<file path="config.mk">
export PLATFORM = sky130hd
export DESIGN_NAME = sync_fifo_flat
export DESIGN_NICKNAME = d
export VERILOG_FILES = /design/src/rtl/fifo_pkg.sv /design/src/rtl/sync_fifo_if.sv /design/src/rtl/fifo_mem.sv /design/src/rtl/sync_fifo.sv /design/src/flat_wrapper.sv
export SDC_FILE = /design/constraint.sdc
export NUM_CORES = 1
export LEC_CHECK = 0
export ABC_AREA = 1
export BUFFER_PORTS_ARGS = -buffer_cell sky130_fd_sc_hd__buf_2
export CAP_MARGIN = 20
export CORE_ASPECT_RATIO = 0.9
export CORE_MARGIN = 5
export CORE_UTILIZATION = 45
export CTS_BUF_LIST = sky130_fd_sc_hd__clkbuf_8
export CTS_CLUSTER_DIAMETER = 200
export DETAILED_ROUTE_END_ITERATION = 6
export PLACE_DENSITY_LB_ADDON = 0.25
export REMOVE_ABC_BUFFERS = 1
export SLEW_MARGIN = 20
export SYNTH_ARGS = -nofsm -noshare
export SYNTH_HDL_FRONTEND = slang
export SYNTH_SLANG_ARGS = --single-unit
</file>
<file path="constraint.sdc">
create_clock -name clk -period 2 [get_ports clk]
set_input_delay 0.1 -clock clk [delete_from_list [all_inputs] [get_ports clk]]
set_output_delay 0.1 -clock clk [all_outputs]
set_load 0.02 [all_outputs]
</file>
<file path="src/rtl/fifo_pkg.sv">
// Shared constants and types for the 8 x 8 synchronous FIFO, its interface
// and its testbench.
package fifo_pkg;

  localparam int FIFO_DATA_WIDTH = 8;
  localparam int FIFO_DEPTH      = 8;
  localparam int FIFO_CNT_WIDTH  = 4;

  typedef logic [FIFO_DATA_WIDTH-1:0] fifo_data_t;
  typedef logic [FIFO_CNT_WIDTH-1:0]  fifo_cnt_t;

endpackage : fifo_pkg

</file>
<file path="src/rtl/sync_fifo_if.sv">
// FIFO request/response bundle. The driver side is the master; the FIFO
// itself is the slave that samples requests and returns data and status.
interface sync_fifo_if;
  import fifo_pkg::*;

  logic       wr;
  fifo_data_t data_in;
  logic       rd;
  fifo_data_t data_out;
  logic       full;
  logic       empty;
  fifo_cnt_t  fifo_cnt;
  logic       overflow;
  logic       underflow;

  modport master (
    output wr, data_in, rd,
    input  data_out, full, empty, fifo_cnt, overflow, underflow
  );

  modport slave (
    input  wr, data_in, rd,
    output data_out, full, empty, fifo_cnt, overflow, underflow
  );

endinterface : sync_fifo_if

</file>
<file path="src/rtl/fifo_mem.sv">
// Simple dual-port storage: one synchronous write port and one registered
// read port. The array is never cleared; only the read register resets.
module fifo_mem #(
  parameter int DATA_WIDTH = 8,
  parameter int DEPTH      = 8,
  parameter int AW         = $clog2(DEPTH)
) (
  input  logic                  clk,
  input  logic                  rst,
  input  logic                  we,
  input  logic [AW-1:0]         waddr,
  input  logic [DATA_WIDTH-1:0] wdata,
  input  logic                  re,
  input  logic [AW-1:0]         raddr,
  output logic [DATA_WIDTH-1:0] rdata
);

  logic [DATA_WIDTH-1:0] mem [DEPTH];

  // Write port: store the word at the write address when enabled.
  always_ff @(posedge clk) begin
    if (we) begin
      mem[waddr] <= wdata;
    end
  end

  // Read port: registered output that holds its value when no read occurs.
  always_ff @(posedge clk) begin
    if (rst) begin
      rdata <= '0;
    end else if (re) begin
      rdata <= mem[raddr];
    end
  end

endmodule : fifo_mem

</file>
<file path="src/rtl/sync_fifo.sv">
// Single-clock FIFO controller: pointers, occupancy counter, accept logic,
// status flags and one-cycle overflow/underflow pulses around fifo_mem.
module sync_fifo
  import fifo_pkg::*;
#(
  parameter int DATA_WIDTH = FIFO_DATA_WIDTH,
  parameter int DEPTH      = FIFO_DEPTH,
  parameter int CNT_WIDTH  = $clog2(DEPTH) + 1
) (
  input  logic           clk,
  input  logic           rst,
  sync_fifo_if.slave     bus
);

  localparam int AW = $clog2(DEPTH);

  logic [AW-1:0]        wp_reg, wp_next;
  logic [AW-1:0]        rp_reg, rp_next;
  logic [CNT_WIDTH-1:0] cnt_reg, cnt_next;
  logic                 overflow_reg, underflow_reg;
  logic                 full_flag, empty_flag;
  logic                 rd_ok, wr_ok;
  logic                 mem_we, mem_re;

  // Flags are decoded from the registered count, so no input reaches an output.
  assign full_flag  = (cnt_reg == CNT_WIDTH'(DEPTH));
  assign empty_flag = (cnt_reg == '0);

  // A read frees a slot in the same cycle, so a full FIFO may still accept a
  // write alongside a read. An empty FIFO never bypasses write data to a read.
  assign rd_ok = bus.rd && !empty_flag;
  assign wr_ok = bus.wr && (!full_flag || rd_ok);

  // Reset discards any request presented at the same edge.
  assign mem_we = wr_ok && !rst;
  assign mem_re = rd_ok && !rst;

  // Next-state for pointers and occupancy; pointers wrap naturally (power of two).
  always_comb begin
    wp_next  = wp_reg;
    rp_next  = rp_reg;
    cnt_next = cnt_reg;
    if (wr_ok) begin
      wp_next = wp_reg + 1'b1;
    end
    if (rd_ok) begin
      rp_next = rp_reg + 1'b1;
    end
    case ({wr_ok, rd_ok})
      2'b10:   cnt_next = cnt_reg + 1'b1;
      2'b01:   cnt_next = cnt_reg - 1'b1;
      default: cnt_next = cnt_reg;
    endcase
  end

  // State registers and the registered drop indications.
  always_ff @(posedge clk) begin
    if (rst) begin
      wp_reg        <= '0;
      rp_reg        <= '0;
      cnt_reg       <= '0;
      overflow_reg  <= 1'b0;
      underflow_reg <= 1'b0;
    end else begin
      wp_reg        <= wp_next;
      rp_reg        <= rp_next;
      cnt_reg       <= cnt_next;
      overflow_reg  <= bus.wr && !wr_ok;
      underflow_reg <= bus.rd && !rd_ok;
    end
  end

  fifo_mem #(
    .DATA_WIDTH (DATA_WIDTH),
    .DEPTH      (DEPTH),
    .AW         (AW)
  ) u_mem (
    .clk   (clk),
    .rst   (rst),
    .we    (mem_we),
    .waddr (wp_reg),
    .wdata (bus.data_in),
    .re    (mem_re),
    .raddr (rp_reg),
    .rdata (bus.data_out)
  );

  assign bus.full      = full_flag;
  assign bus.empty     = empty_flag;
  assign bus.fifo_cnt  = cnt_reg;
  assign bus.overflow  = overflow_reg;
  assign bus.underflow = underflow_reg;

endmodule : sync_fifo

</file>
<file path="src/flat_wrapper.sv">
// flat-port wrapper written by rule: the top's interface ports become plain ports
module sync_fifo_flat import fifo_pkg::*;
#(
  parameter int DATA_WIDTH = FIFO_DATA_WIDTH,
  parameter int DEPTH      = FIFO_DEPTH,
  parameter int CNT_WIDTH  = $clog2(DEPTH) + 1
)
  (clk, rst, bus_wr, bus_data_in, bus_rd, bus_data_out, bus_full, bus_empty, bus_fifo_cnt, bus_overflow, bus_underflow);
  sync_fifo_if bus_i ();
  input  logic clk;
  input  logic rst;
  input wire logic [$bits(bus_i.wr)-1:0] bus_wr;
  input wire logic [$bits(bus_i.data_in)-1:0] bus_data_in;
  input wire logic [$bits(bus_i.rd)-1:0] bus_rd;
  output wire logic [$bits(bus_i.data_out)-1:0] bus_data_out;
  output wire logic [$bits(bus_i.full)-1:0] bus_full;
  output wire logic [$bits(bus_i.empty)-1:0] bus_empty;
  output wire logic [$bits(bus_i.fifo_cnt)-1:0] bus_fifo_cnt;
  output wire logic [$bits(bus_i.overflow)-1:0] bus_overflow;
  output wire logic [$bits(bus_i.underflow)-1:0] bus_underflow;
  assign bus_i.wr = bus_wr;
  assign bus_i.data_in = bus_data_in;
  assign bus_i.rd = bus_rd;
  assign bus_data_out = bus_i.data_out;
  assign bus_full = bus_i.full;
  assign bus_empty = bus_i.empty;
  assign bus_fifo_cnt = bus_i.fifo_cnt;
  assign bus_overflow = bus_i.overflow;
  assign bus_underflow = bus_i.underflow;
  sync_fifo #(.DATA_WIDTH(DATA_WIDTH), .DEPTH(DEPTH), .CNT_WIDTH(CNT_WIDTH)) u_core (.clk(clk), .rst(rst), .bus(bus_i));
endmodule
</file>
# After elaboration in Yosys (flattened, before gate mapping)
# Memory sizes are Yosys's and may differ from the RTL's. A register that Yosys moved wholly into a read port is not among the register bits.
# Cells that the tools add are included.
dict set report word_totals {
  regBits 12
  inputBits 12
  elab_cells 30
  ramBits 64
  output_inout_bits 16
  memories 1
}
dict set report op_classes {
  addsub 4
  reduce_logical 14
  mux 3
  eq_ne 3
}
# name depth width read_ports rd_clocked_by_memory_dff write_ports line_no
set memory_table {}
lappend memory_table {u_core.u_mem.mem 8 8 1 1 1 fifo_mem.sv:18} ;# logic [DATA_WIDTH-1:0] mem [DEPTH];
# cell n
set ops {}
lappend ops {{$pmux W4 S2} 1}
lappend ops {{$add A3 B1 Y3 const B} 2}
lappend ops {{$logic_and A1 B1 Y1} 6}
lappend ops {{$logic_not A1 Y1} 5}
lappend ops {{$add A4 B1 Y4 const B} 1}
lappend ops {{$eq A4 B4 Y1 const B} 1}
lappend ops {{$logic_not A4 Y1} 1}
lappend ops {{$sub A4 B1 Y4 const B} 1}
lappend ops {{$eq A2 B1 Y1 const B} 1}
lappend ops {{$eq A2 B2 Y1 const B} 1}
lappend ops {{$mux W1} 2}
lappend ops {{$reduce_bool A2 Y1} 1}
lappend ops {{$logic_or A1 B1 Y1} 1}

# Logic depth before layout (Yosys ltp)
# Gate-level depths: netlist of the first run.
dict set report depth {
  word_depth 8
  mapped_depth 13
  mapped_depth_nobuf 13
}

# By module
# Synthesis of the first run repeated with hierarchy kept, for this count alone.
dict set report hier_totals {
  cells_unflattened 387
  area_unflattened_um2 3774.9
}
# mod cells_per_inst area_per_inst_um2 n_inst seq_area_each_um2
set by_module_without_submodules {}
lappend by_module_without_submodules {fifo_mem 305 3105.5 1 2082.0}
lappend by_module_without_submodules {sync_fifo 82 669.4 1 240.2}

# Worst setup path before layout of the first run
# No wires, ideal clock.
dict set report synth_timing {
  path_kind {flip-flop to flip-flop}
  startpoint {register u_core.cnt_reg[2] (netlist: u_core.bus.fifo_cnt[2])}
  endpoint {register u_core.cnt_reg[3] (netlist: u_core.bus.fifo_cnt[3])}
  t_required_ps 1930
  path_slack_ps -8
  stages_incl_launch_ff 12
  setup_ps 70
  n_path_buf 0
  arrival_time_ps 1938
  cell_sequence {dfxtp_1 -> inv_1 -> nand4_1 -> nand2_2 -> ha_1 -> ha_1 -> or2_2 -> nand2_1 -> nand3_1 -> nand2_1 -> nand2_1 -> a21oi_1}
}
dict set report synth_between {
  elab_chain_len 7
  elab_cells_between_ends 13
}
# element line_no
set synth_lines {}
lappend synth_lines {{from (decl)} sync_fifo.sv:19} ;# logic [CNT_WIDTH-1:0] cnt_reg, cnt_next;
lappend synth_lines {{from (signal assigned)} sync_fifo.sv:67} ;# cnt_reg <= cnt_next;
lappend synth_lines {{$logic_not A4 Y1} sync_fifo.sv:27} ;# assign empty_flag = (cnt_reg == '0);
lappend synth_lines {{$logic_not A1 Y1} sync_fifo.sv:31} ;# assign rd_ok = bus.rd && !empty_flag;
lappend synth_lines {{$logic_and A1 B1 Y1} sync_fifo.sv:31}
lappend synth_lines {{$logic_or A1 B1 Y1} sync_fifo.sv:32} ;# assign wr_ok = bus.wr && (!full_flag || rd_ok);
lappend synth_lines {{$logic_and A1 B1 Y1} sync_fifo.sv:32}
lappend synth_lines {{$eq A2 B1 Y1 or $eq A2 B2 Y1 (tied branches)} sync_fifo.sv:49} ;# case ({wr_ok, rd_ok})
lappend synth_lines {{$pmux W4 S2 or $reduce_bool A2 Y1 (tied branches)} -}
# Parallel ways exist; a longest one is shown, timed or not.
# A chain may end at the register's enable or synchronous reset.

# Worst setup path after layout of the first run
dict set report layout_timing {
  startpoint {register u_core.cnt_reg[2] (netlist: u_core.bus.fifo_cnt[2])}
  endpoint {register u_core.cnt_reg[3] (netlist: u_core.bus.fifo_cnt[3])}
}
dict set report layout_between {
  elab_chain_len 7
  elab_cells_between_ends 13
}
# element line_no
set layout_lines {}
lappend layout_lines {{$logic_not A4 Y1 *} sync_fifo.sv:27}
lappend layout_lines {{$logic_not A1 Y1 *} sync_fifo.sv:31}
lappend layout_lines {{$logic_and A1 B1 Y1 *} sync_fifo.sv:31}
lappend layout_lines {{net u_core.rd_ok} sync_fifo.sv:22} ;# logic rd_ok, wr_ok;
lappend layout_lines {{$logic_or A1 B1 Y1} sync_fifo.sv:32}
lappend layout_lines {{$logic_and A1 B1 Y1} sync_fifo.sv:32}
lappend layout_lines {{$eq A2 B1 Y1 or $eq A2 B2 Y1 (tied branches)} sync_fifo.sv:49}
lappend layout_lines {{$pmux W4 S2 or $reduce_bool A2 Y1 (tied branches)} -}
# Mark *: on every way through the listed nets, which the timed path passes. The rest lies on a longest branch.

==> impl_metrics.py, run 1 <==
metrics = {
    "yosys": {
        "synthTopCellsByArea": "edfxtp_1, dfxtp_1, nand2_1, nand3_1, inv_1",
        "synth_top_area_frac": 0.5154,
        "syn_area_um2": 3729,
        "synth_top_area_cell": "edfxtp_1",
        "synth-edff-count": 64,
        "synthTopCellsByCount": "nand2_1, edfxtp_1, inv_1",
        "synth_warnings": 0,
        "avgSynthCellArea_um2": 9.890,
        "synth_seq_area_share": 0.6228,
        "synth.most_common_cell": "nand2_1",
        "ys.flop_type": "edfxtp_1",
        "synth_cell_types": 30,
        "async_reset_ff_frac": 0,
        "synthCells": 377,
        "synth_seq_cells": 84,
    },
    "clock_tree": {
        "clockRootBuffer": "clkbuf_8",
        "cts_tree": "done",
        "cts_max_path_buffers": 2,
        "clock_sinks": 84,
        "cts_setup_buffers": 0,
        "h-tree-depth": 3,
        "clk_latency_ps": 350,
        "cts_buffers": 9,
        "clkSlewWorstSetupHoldPaths_ps": 80,
    },
    "worst_setup_path": {
        "path_max_fanout": 4,
        "reg2reg_depth": 12,
        "crit_path_start_kind": "register",
        "crit_type": "register to register",
        "rr_startpoint": "u_core.bus.fifo_cnt[2]",
        "worstReg2RegEnd": "u_core.bus.fifo_cnt[3]",
        "end_kind": "register",
        "worstPathArrival_ps": 2140,
        "crit_required_ps": 2280,
        "reg2reg_slack_ps": 130,
    },
    "die": {
        "io_pins": 28,
        "die_height_um": 96.36,
        "fp-row-count": 31,
        "dieWidth_um": 106.0,
        "start_util": 0.4622,
        "core_um2": 8068,
        "die-area_um2": 10210,
    },
    "drt": {
        "wirelength_mm": 7.677,
        "vias_per_cell": 4.899,
        "wl_met3_um": 535,
        "met1_length_mm": 3.287,
        "top_layer": "met4",
        "wire_per_inst_um": 14.57,
        "vias": 2582,
        "dr.pass1.iters": 5,
        "drtAntennaViolNets": 0,
        "drc_errors": 0,
        "route.met2.wl_mm": 3.788,
        "drtIter0Drc": 148,
    },
    "placed_design": {
        "place_congestion": 0.8343,
        "place_ws_ps": -1.841,
        "dp_hpwl_mm": 4.771,
        "numPortBuffers": 27,
    },
    "run_status": {
        "status": "completed",
    },
    "pwr": {
        "p_per_area_nw_per_um2": 1083,
        "leakage_uw": 0.001874,
        "irDropWorstVdd_uv": 581.2,
    },
    "timing": {
        "slew_headroom": 0.7600,
        "worst_pin_slew_ps": 357.8,
        "rsz0062_at_grt": "false",
        "final_max_slew_viol_count": 0,
        "setup_tns_ps": 0,
        "fin_ws_ps": 133.4,
        "fin_crit_sh": 0.9333,
        "final_hold_viol_count": 0,
        "setup_viol_count_final": 0,
        "fin_crit_ps": 1867,
        "timing.fmax_mhz": 535.7,
        "clock-skew-final_ps": 6.249,
    },
    "finish": {
        "area_growth_pct": 14.40,
        "multi_input_area_um2": 1051,
        "drive_above_1_share": 0.1939,
        "fill_cells": 729,
        "antennaDiodeCount": 0,
        "area.sequential_um2": 2325,
        "nNetsFinal": 441,
        "regMostFlops": "u_core.u_mem.mem",
        "largest_register_ff_count": 64,
    },
    "min_path": {
        "min_path_type": "input pin to register",
        "min_path_cells": 1,
        "holdPathEnd": "u_core.u_mem.mem[0][2]",
        "min-delay-start": "bus_data_in[2]",
    },
    "grt": {
        "grt_max_degree": 35,
        "grt_pass1_vias": 2363,
        "grt_overflow": 0,
        "grt_first_pass_wirelength_mm": 12.30,
        "antenna_found_initial": 0,
        "grtUsageTotal": 0.1617,
    },
    "run": {
        "drv_cap": 0,
    },
}
## metrics by stage
step                      power, uW  instance area [um^2]  utilization  hold slack (ps)  cells
after global routing           4929                  4265       0.5287            16.07    527
after CTS                      4642                  4252       0.5270            1.800    527
after global placement         3414                  4004       0.4963            373.7    507
after floorplan                2995                  3617            -            169.1    364
final                          4617                  4265       0.5287            22.90    527
after detailed placement       3435                  4004       0.4963            370.2    507
## where the power goes
group,total (uW),internal (uW),switching (uW)
Combinational,1370,474,894
Clock,1180,575,608
Sequential,2070,1990,78.5
## layer usage
metal	global-route usage	vias up
met3	0.04359	6
li1	-	1304
met1	0.2070	1206
met4	0.04639	0
met2	0.2728	66
met5	0	-
## final cells by class
class,count,area share
repair buffers,48,0.07099
well taps,99,0.02904
inverters,68,0.06307
multi-input cells,212,0.2464
clock buffers,9,0.02904
flip-flops and latches,84,0.5450
clock inverters,7,0.01643
## layout by cell type (no fill, tap or decap), drive strengths merged
cell type,instances
bufinv,1
nand3,53
nand4,1
clkinv,4
nor4,1
nor2,15
clkbuf,9
and3,1
a21oi,16
xnor2,1
xor2,1
dfxtp,20
clkinvlp,2
inv,68
ha,5
buf,44
fa,1
o21ai,8
or2,1
edfxtp,64
dlygate4sd3,4
nand2,108
## how the worst max path moves through the flow
stage	startpoint	end	slack, ps	depth (start not counted)
final	u_core.bus.fifo_cnt[2]	u_core.bus.fifo_cnt[3]	130	12
after global routing	u_core.bus.fifo_cnt[0]	u_core.bus.fifo_cnt[3]	50	12
after CTS	u_core.bus.fifo_cnt[0]	u_core.bus.fifo_cnt[3]	50	11
after detailed placement	u_core.bus.fifo_cnt[2]	u_core.bus.fifo_cnt[3]	-2	11
after global placement	u_core.bus.fifo_cnt[0]	u_core.bus.fifo_cnt[3]	90	12
after floorplan	u_core.bus.fifo_cnt[2]	u_core.bus.fifo_cnt[3]	-7	11
## critical path, cell delays in order (launching register included)
cell	delay, ps
dfxtp_2	360
inv_1	110
nand3_2	120
nand2_2	90
inv_1	70
ha_4	180
ha_4	210
or2_2	300
nand2_1	70
nand3_1	60
nand2_1	60
nand2_1	40
a21oi_1	120
## logic make-up after synthesis
logic type | count (synthesis) | synth area share
AND/OR/NAND/NOR | 180 | 0.2161
flip-flops | 84 | 0.6228
buffers and inverters | 81 | 0.1020
AO/OA/AOI/OAI | 24 | 0.03222
adder cells (fa/ha/maj) | 6 | 0.02215
XOR/XNOR | 2 | 0.004699
## timing repair
item	4_1_cts	5_1_grt
endpoints found under the setup margin	1	2
hold buffers	4	0
pin swaps	0	1
hold endpoints to repair	19	0
resized for setup	2	4
(Power assumes the default switching activity.)
==> run 2, diff against run 1 <==
--- a/config.mk
+++ b/config.mk
@@ -10,12 +10,13 @@
 export CAP_MARGIN = 20
 export CORE_ASPECT_RATIO = 0.9
 export CORE_MARGIN = 5
-export CORE_UTILIZATION = 45
+export CORE_UTILIZATION = 55
 export CTS_BUF_LIST = sky130_fd_sc_hd__clkbuf_8
 export CTS_CLUSTER_DIAMETER = 200
 export DETAILED_ROUTE_END_ITERATION = 6
 export PLACE_DENSITY_LB_ADDON = 0.25
 export REMOVE_ABC_BUFFERS = 1
+export SETUP_SLACK_MARGIN = 0.05
 export SLEW_MARGIN = 20
 export SYNTH_ARGS = -nofsm -noshare
 export SYNTH_HDL_FRONTEND = slang
==> impl_metrics.py, run 2 (synthesized netlist as in run 1, its figures left out) <==
metrics = {
    "run": {
        "drv_cap": 0,
    },
    "pwr": {
        "leakage_uw": 0.001915,
        "irDropWorstVdd_uv": 611.1,
        "p_per_area_nw_per_um2": 1137,
    },
    "worst_setup_path": {
        "worstPathArrival_ps": 2170,
        "end_kind": "register",
        "crit_required_ps": 2280,
        "crit_path_start_kind": "register",
        "path_max_fanout": 4,
        "crit_type": "register to register",
    },
    "grt": {
        "antenna_found_initial": 0,
        "grtUsageTotal": 0.1981,
        "grt_first_pass_wirelength_mm": 13.10,
        "grt_pass1_vias": 2621,
        "grt_overflow": 0,
        "grt_max_degree": 35,
    },
    "die": {
        "io_pins": 28,
        "dieWidth_um": 96.79,
        "die-area_um2": 8528,
        "start_util": 0.5661,
        "die_height_um": 88.11,
        "fp-row-count": 28,
        "core_um2": 6586,
    },
    "placed_design": {
        "place_congestion": 0.8397,
        "dpl_cell_area_um2": 4030,
        "dp_hpwl_mm": 5.085,
        "numPortBuffers": 27,
        "place_ws_ps": 26.29,
    },
    "timing": {
        "final_max_slew_viol_count": 0,
        "setup_viol_count_final": 0,
        "timing.fmax_mhz": 529.7,
        "worst_pin_slew_ps": 304.0,
        "fin_ws_ps": 112.2,
        "clock-skew-final_ps": 9.615,
        "fin_crit_ps": 1888,
        "whs_ps": 11.43,
        "slew_headroom": 0.7961,
        "final_hold_viol_count": 0,
        "fin_crit_sh": 0.9439,
    },
    "drt": {
        "vias": 2603,
        "vias_per_cell": 4.996,
        "dr.pass1.iters": 4,
        "wirelength_mm": 7.769,
        "wire_per_inst_um": 14.91,
        "drtAntennaViolNets": 0,
        "drtIter0Drc": 169,
        "drc_errors": 0,
    },
    "clock_tree": {
        "holdBufCountCts": 0,
        "cts_tree": "done",
        "clk_latency_ps": 350,
        "cts_buffers": 9,
        "clkSlewWorstSetupHoldPaths_ps": 90,
        "cts_max_path_buffers": 2,
        "h-tree-depth": 3,
        "clock_sinks": 84,
        "clockRootBuffer": "clkbuf_8",
    },
    "finish": {
        "utilization": 0.6539,
        "antennaDiodeCount": 0,
        "regMostFlops": "u_core.u_mem.mem",
        "area_growth_pct": 15.50,
        "fill_cells": 550,
        "largest_register_ff_count": 64,
        "final_area_um2": 4307,
        "final_common_cell": "nand2_1",
        "drive_above_1_share": 0.2111,
        "mostFrequentLayoutCells": "nand2_1, edfxtp_1, inv_1",
        "nNetsFinal": 444,
    },
    "min_path": {
        "min_path_type": "input pin to register",
    },
    "run_status": {
        "status": "completed",
    },
}
==> run 2: cell count changes in the layout (fill, tap and decap cells not counted), moves of 2 or more <==
cell / previous run / this run
buf_4: 17 / 24
bufinv_16: 1 / 3
clkinv_1: 1 / 3
clkinvlp_4: 2 / 0
dlygate4sd3_1: 4 / 0
inv_1: 64 / 62
==> run 2: stage by stage <==
step | TNS [ps] | power [uW] | cells
after CTS | 0 | 4867 | 520
after global placement | 0 | 3412 | 503
after global routing | -1.849 | 5206 | 521
after detailed placement | 0 | 3446 | 503
final | 0 | 4898 | 521
after floorplan | -7.321 | 2995 | 364
==> run 2: routing by layer <==
metal / wire length, um / global-route usage / vias to the layer above
li1: - / - / 1314
met1: 3341 / 0.2487 / 1201
met2: 3822 / 0.3415 / 82
met3: 550 / 0.05971 / 6
met4: 54 / 0.04974 / 0
met5: 0 / 0 / -
==> run 2: final timing paths <==
check,slack [ps],endpoint,depth (start not counted),startpoint
min reg2reg,470,u_core.u_mem.rdata[6],2,u_core.u_mem.rdata[6]
max reg2reg,110,u_core.bus.fifo_cnt[3],12,u_core.bus.fifo_cnt[0]
max,110,u_core.bus.fifo_cnt[3],12,u_core.bus.fifo_cnt[0]
min,10,u_core.bus.overflow,3,bus_wr
==> run 2: report_power, final <==
group          internal (uW)  switching (uW)
registers               1990            66.9
logic                    509             948
clock network            815             572
total                   3310            1590
==> run 2: cell type report <==
type	instances	area [um^2]	share of cell area
multi-input cells	212	1055	0.2449
well taps	90	112.6	0.02615
inverters	68	269.0	0.06246
clock inverters	7	106.4	0.02469
repair buffers	51	315.3	0.07321
flip-flops and latches	84	2325	0.5398
clock buffers	9	123.9	0.02876
==> run 2: critical path, cell delays in order, from the launching register on <==
cell	delay [ps]
dfxtp_1	330
nor2_2	150
nand3_2	100
nand2_2	80
inv_1	70
ha_4	180
ha_4	220
or2_2	300
nand2_1	70
nand3_1	60
nand2_1	60
nand2_1	70
a21oi_2	130
==> run 2: what timing repair did <==
action | in CTS | in global routing
hold endpoints to repair | 0 | 0
endpoints found under the setup margin | 1 | 2
gates resized for setup | 2 | 5
pin swaps | 2 | 2
setup buffers | 1 | 1
